<file path="src/rtl/exc_pkg.sv">
// Shared exception-code definitions for the E-stage exception merge logic.
// Codes are the [6:2] ExcCode field of the CP0 Cause register.
package exc_pkg;

  // Default ExcCode field width.
  localparam int EXC_CODE_W = 5;

  typedef logic [EXC_CODE_W-1:0] exc_code_t;

  // EXC_INT shares the value 0 with EXC_NONE. Interrupts are raised by CP0,
  // so this block never produces EXC_INT.
  localparam exc_code_t EXC_NONE = 5'd0;
  localparam exc_code_t EXC_INT  = 5'd0;
  localparam exc_code_t EXC_ADEL = 5'd4;
  localparam exc_code_t EXC_ADES = 5'd5;
  localparam exc_code_t EXC_RI   = 5'd10;
  localparam exc_code_t EXC_OV   = 5'd12;

endpackage

</file>
<file path="src/rtl/exc_prio_sel.sv">
// Fixed-priority selector over NSRC masked local exception sources.
// The lowest index wins. A source counts as a request only when all three
// hold: its valid bit is set, its mask bit is set, and its code is non-zero.
module exc_prio_sel #(
  parameter int NSRC   = 4,
  parameter int CODE_W = 5
) (
  input  logic [NSRC-1:0]        src_valid,
  input  logic [NSRC*CODE_W-1:0] src_code,
  input  logic [NSRC-1:0]        src_mask,
  output logic [CODE_W-1:0]      sel_code,
  output logic                   hit
);

  // Scan from the highest index down so that the lowest requesting index is
  // the last one written and therefore wins.
  always_comb begin
    sel_code = '0;
    hit      = 1'b0;
    for (int i = NSRC - 1; i >= 0; i--) begin
      if (src_valid[i] && src_mask[i] &&
          (src_code[i*CODE_W +: CODE_W] != '0)) begin
        sel_code = src_code[i*CODE_W +: CODE_W];
        hit      = 1'b1;
      end
    end
  end

endmodule

</file>
<file path="src/rtl/exc_merge_stage.sv">
// E-stage exception merge. The upstream ExcCode takes priority over the
// locally detected sources. The merged result is registered together with the
// PC and the branch-delay flag, and a saturating debug count of latched
// exceptions is kept.
//
// Pipeline control: flush loads a bubble and overrides stall. Stall holds
// every register. With neither asserted, the stage loads its inputs on each
// rising clock edge. All outputs are registered, one cycle after the inputs.
module exc_merge_stage
  import exc_pkg::*;
#(
  parameter int NSRC   = 4,
  parameter int CODE_W = EXC_CODE_W,
  parameter int PC_W   = 32,
  parameter int CNT_W  = 8
) (
  input  logic                   clk,
  input  logic                   reset,
  input  logic                   stall,
  input  logic                   flush,
  input  logic                   valid_in,
  input  logic [PC_W-1:0]        pc_in,
  input  logic                   bd_in,
  input  logic [CODE_W-1:0]      ExcCode_in,
  input  logic [NSRC-1:0]        src_valid,
  input  logic [NSRC*CODE_W-1:0] src_code,
  input  logic [NSRC-1:0]        src_mask,
  output logic                   valid_out,
  output logic [PC_W-1:0]        pc_out,
  output logic                   bd_out,
  output logic [CODE_W-1:0]      ExcCode_out,
  output logic                   exc_out,
  output logic [CNT_W-1:0]       exc_cnt
);

  logic [CODE_W-1:0] local_code;
  logic              local_hit;
  logic [CODE_W-1:0] merged_code;
  logic              merged_exc;
  logic              load_en;

  exc_prio_sel #(
    .NSRC   (NSRC),
    .CODE_W (CODE_W)
  ) u_prio_sel (
    .src_valid (src_valid),
    .src_code  (src_code),
    .src_mask  (src_mask),
    .sel_code  (local_code),
    .hit       (local_hit)
  );

  // Upstream-wins mux. An invalid instruction never carries an exception.
  always_comb begin
    merged_code = CODE_W'(EXC_NONE);
    if (valid_in) begin
      if (ExcCode_in != CODE_W'(EXC_NONE)) begin
        merged_code = ExcCode_in;
      end else if (local_hit) begin
        merged_code = local_code;
      end
    end
  end

  assign merged_exc = valid_in && (merged_code != CODE_W'(EXC_NONE));
  assign load_en    = !flush && !stall;

  // Pipeline register: flush inserts a bubble, stall holds, otherwise load.
  always_ff @(posedge clk or negedge reset) begin
    if (!reset) begin
      valid_out   <= 1'b0;
      pc_out      <= '0;
      bd_out      <= 1'b0;
      ExcCode_out <= '0;
      exc_out     <= 1'b0;
    end else if (flush) begin
      valid_out   <= 1'b0;
      pc_out      <= '0;
      bd_out      <= 1'b0;
      ExcCode_out <= '0;
      exc_out     <= 1'b0;
    end else if (!stall) begin
      valid_out   <= valid_in;
      pc_out      <= pc_in;
      bd_out      <= bd_in;
      ExcCode_out <= merged_code;
      exc_out     <= merged_exc;
    end
  end

  // Debug counter: counts exceptions as they are latched and saturates at
  // all-ones. Flush does not clear it; only reset does.
  always_ff @(posedge clk or negedge reset) begin
    if (!reset) begin
      exc_cnt <= '0;
    end else if (load_en && merged_exc && (exc_cnt != '1)) begin
      exc_cnt <= exc_cnt + CNT_W'(1);
    end
  end

endmodule
</file>
<file path="config.mk">
export PLATFORM = sky130hd
export DESIGN_NAME = exc_merge_stage
export DESIGN_NICKNAME = d
export VERILOG_FILES = /design/src/rtl/exc_pkg.sv /design/src/rtl/exc_prio_sel.sv /design/src/rtl/exc_merge_stage.sv
export SDC_FILE = /design/constraint.sdc
export NUM_CORES = 1
export LEC_CHECK = 0
export CELL_PAD_IN_SITES_DETAIL_PLACEMENT = 1
export CELL_PAD_IN_SITES_GLOBAL_PLACEMENT = 2
export CORE_MARGIN = 2
export CORE_UTILIZATION = 24
export DETAILED_ROUTE_END_ITERATION = 12
export GPL_TIMING_DRIVEN = 1
export PLACE_DENSITY_LB_ADDON = 0.1
export SLEW_MARGIN = 15
export SYNTH_ARGS = -nofsm -noshare
export SYNTH_HDL_FRONTEND = slang
export SYNTH_SLANG_ARGS = --single-unit
</file>
<file path="constraint.sdc">
create_clock -name clk -period 2.4 [get_ports clk]
set_clock_uncertainty 0.15 [all_clocks]
set_input_delay 0.48 -clock clk [delete_from_list [all_inputs] [get_ports clk]]
set_output_delay 0.48 -clock clk [all_outputs]
set_load 0.005 [all_outputs]
</file>
==> out/results.ini <==
[sta]
worst_slew_pin_slew_ns=0.626
finalHoldViolCount=0
slew_headroom_pct=58.2
setup_viol=9
fin_ws_ns=-0.224
period_share_pct=109
slew_viol_final=0
min_period_ns=2.62
holdWs_ns=0.00371
fin_setup_tns_ns=-1.53
fmax_mhz=381
rsz0062_at_grt=yes

[worst_setup_path]
regToRegEndpoint=exc_cnt[7]
required_ns=2.46
cp_slowest_cell=or4_4
cp-end-kind=flop
crit_buf_inv=2
worstPathCellList=buf_6, or4_4, o21a_4, a21oi_4, a221oi_2, buf_4, o22ai_4, o21bai_4, a221oi_4, mux2_4
ff2ff_setup_slack_ns=0.16
worstSetupPathType=primary input to flop
arrival_ns=2.68
start_kind=primary input
r2r_cells=7
max_stage_delay_ns=0.53
cp_max_fo=5
rr_startpoint=exc_cnt[3]
critPathTopFamily=compound AO/OA/AOI/OAI gates

[routing]
drc=0
drtIter0Drc=63
viasPerCell=4.52
finalWirelength_mm=8.02
wire_per_inst_um=15.1
vias=2395
drtPass1Iterations=4
ant_nets=0

[synth]
postSynth.asyncResetShare_pct=100
yosysUniqueCellTypes=50
yosys.area.top_type=dfrtp_1
synth_seq_cells=48
synth_area_um2=2480
synth_area_leaders=dfrtp_1 (48%), mux2i_1 (13%), nor2_1 (5.7%)
syn_nets=305
ys_seq_area_share_pct=48.4
synth-edff-count=0
synth_ff_type=dfrtp_1
syn_area_per_cell_um2=10.7
synthCells=233
netlist.area_leader.share_pct=48.4
ys_warn_count=0

[outcome]
outcome=finished with violations
violations=negative setup slack

[clock_tree]
cts.path.max_buffers=2
hold_buffers=0
cts_tree=built
numCtsBuffers=5
clkSlewWorstSetupHoldPaths_ns=0.10
worstSkewPairLatency_ns=0.31
cts.sinks=48
h-tree-depth=2
clockRootBuffer=clkbuf_8

[power]
ir_drop_mv=0.261
p_leak_nw=1.98
power_mw=2.22
p_per_area_nw_per_um2=504

[layout]
drive_gt1_share_pct=28.9
finalNetCount=465
syn_to_final_growth_pct=77.5
antenna_cells=0

[hold_path]
hold_class=primary input to asynchronous set/reset pin

[global_routing]
grt-ovfl-total=0
grt_max_degree=39
grt_use_total_pct=14.8
grt_antenna_before_repair=0
grt_pass1_wl_mm=13.1
grt_pass1_vias=2672

[floorplan]
die_area_um2=11200
die_w_um=106
pin_count=119
fp-row-count=37
die_h_um=106
initial_core_util_pct=24.4
core-area_um2=10200

[placed_design]
dp_hpwl_mm=6.05
portBuffers=118
gp_congestion=0.761

[flow_run]
maxCapViolCount=0

-- repair_timing --
action,4_1_cts,5_1_grt
endpoints found under the setup margin,14,10
resized for setup,101,19
setup buffers,9,2
pin swaps,23,19
-- area by class of cell --
type,count,area [um^2]
clock buffer,5,68.8
clock inverter,3,46.3
fill,1161,5780
inverter,3,11.3
multi-input combinational,170,1390
sequential,48,1200
tap,136,170
timing repair buffer,165,1520
-- how the worst max path moves through the flow --
stage	startpoint	endpoint	slack [ns]	cells after the start
final	src_code[7]	exc_cnt[1]	-0.22	10
after global routing	src_code[6]	exc_cnt[1]	-0.28	10
after CTS	src_code[2]	exc_cnt[1]	-0.23	9
after detailed placement	src_code[9]	exc_cnt[1]	-1.0	10
after global placement	src_code[9]	exc_cnt[1]	-0.95	10
after floorplan	src_code[4]	exc_cnt[1]	-0.43	9
-- state kept, by name, indices dropped and copies added (netlist names) --
signal and flops:
bd_out 1, exc_cnt 8, pc_out 32, valid_out 1, exc_out 1, ExcCode_out 5
-- cells in the final DEF, fill, tap and decap left out, types with 4 or more instances in the layout --
cell and count:
clkdlybuf4s50_1 93, dfrtp_1 48, buf_4 39, nor2_1 37, mux2i_1 33, nand2_1 17, buf_2 13, buf_6 12
or4_4 5, nand3_1 5, xor2_1 5, clkbuf_8 5, a21oi_1 4, a21oi_2 4
-- routing by layer --
layer / up-vias / GRT usage [%] / wire, um
met5: - / 0 / 0
met4: 0 / 2.82 / 62
met3: 4 / 5.13 / 487
met2: 68 / 26.7 / 4090
met1: 1168 / 17.0 / 3380
li1: 1155 / - / -
-- kinds of logic after synthesis --
family,count (synthesis),share of synthesized area (%)
AOI/OAI and AO/OA,45,15.4
and+or+nand+nor,83,16.3
adders and majority gates,1,0.504
xor gates and xnor gates,5,1.76
buffers and inverters,15,2.87
muxes,36,14.8
DFF,48,48.4
-- synth_stat cells, types with 2 or more instances --
cell type,number
and3_1,3
nand4_1,2
o41ai_1,2
a211oi_1,5
and2_1,2
a221oi_1,2
mux2i_1,33
o211ai_1,3
o21ai_0,5
nand2_1,17
or4_1,2
nand3_1,6
inv_1,3
buf_1,3
or4_4,3
a21oi_2,4
a21oi_1,7
a22o_1,3
clkbuf_1,6
buf_4,2
dfrtp_1,48
nand2b_1,2
nor2_1,38
xor2_1,5
mux2_1,2
-- power breakdown --
part | switching, mW | total, mW | leakage (nW) | internal [mW]
sequential | 0.0740 | 0.959 | 0.636 | 0.885
clock | 0.299 | 0.613 | 0.0548 | 0.314
combinational | 0.259 | 0.650 | 1.29 | 0.391
-- worst reg2reg max path, stage by stage, from the launching register on --
cell	delay (ns)
dfrtp_1	0.44
and3_1	0.24
and4_1	0.25
or2b_1	0.33
nor2_1	0.21
nand3_1	0.11
a211oi_1	0.29
xor2_1	0.16
-- metrics by stage --
step                      setup WS [ns]  instance area, um^2  cells  utilization, %
after floorplan                  -0.428                 2490    233               -
after global placement           -0.950                 4090    515            40.1
after detailed placement         -0.999                 4090    515            40.1
after CTS                        -0.230                 4330    531            42.5
after global routing             -0.281                 4410    530            43.3
final                            -0.224                 4410    530            43.3
Power figures use the tool's default switching activity.
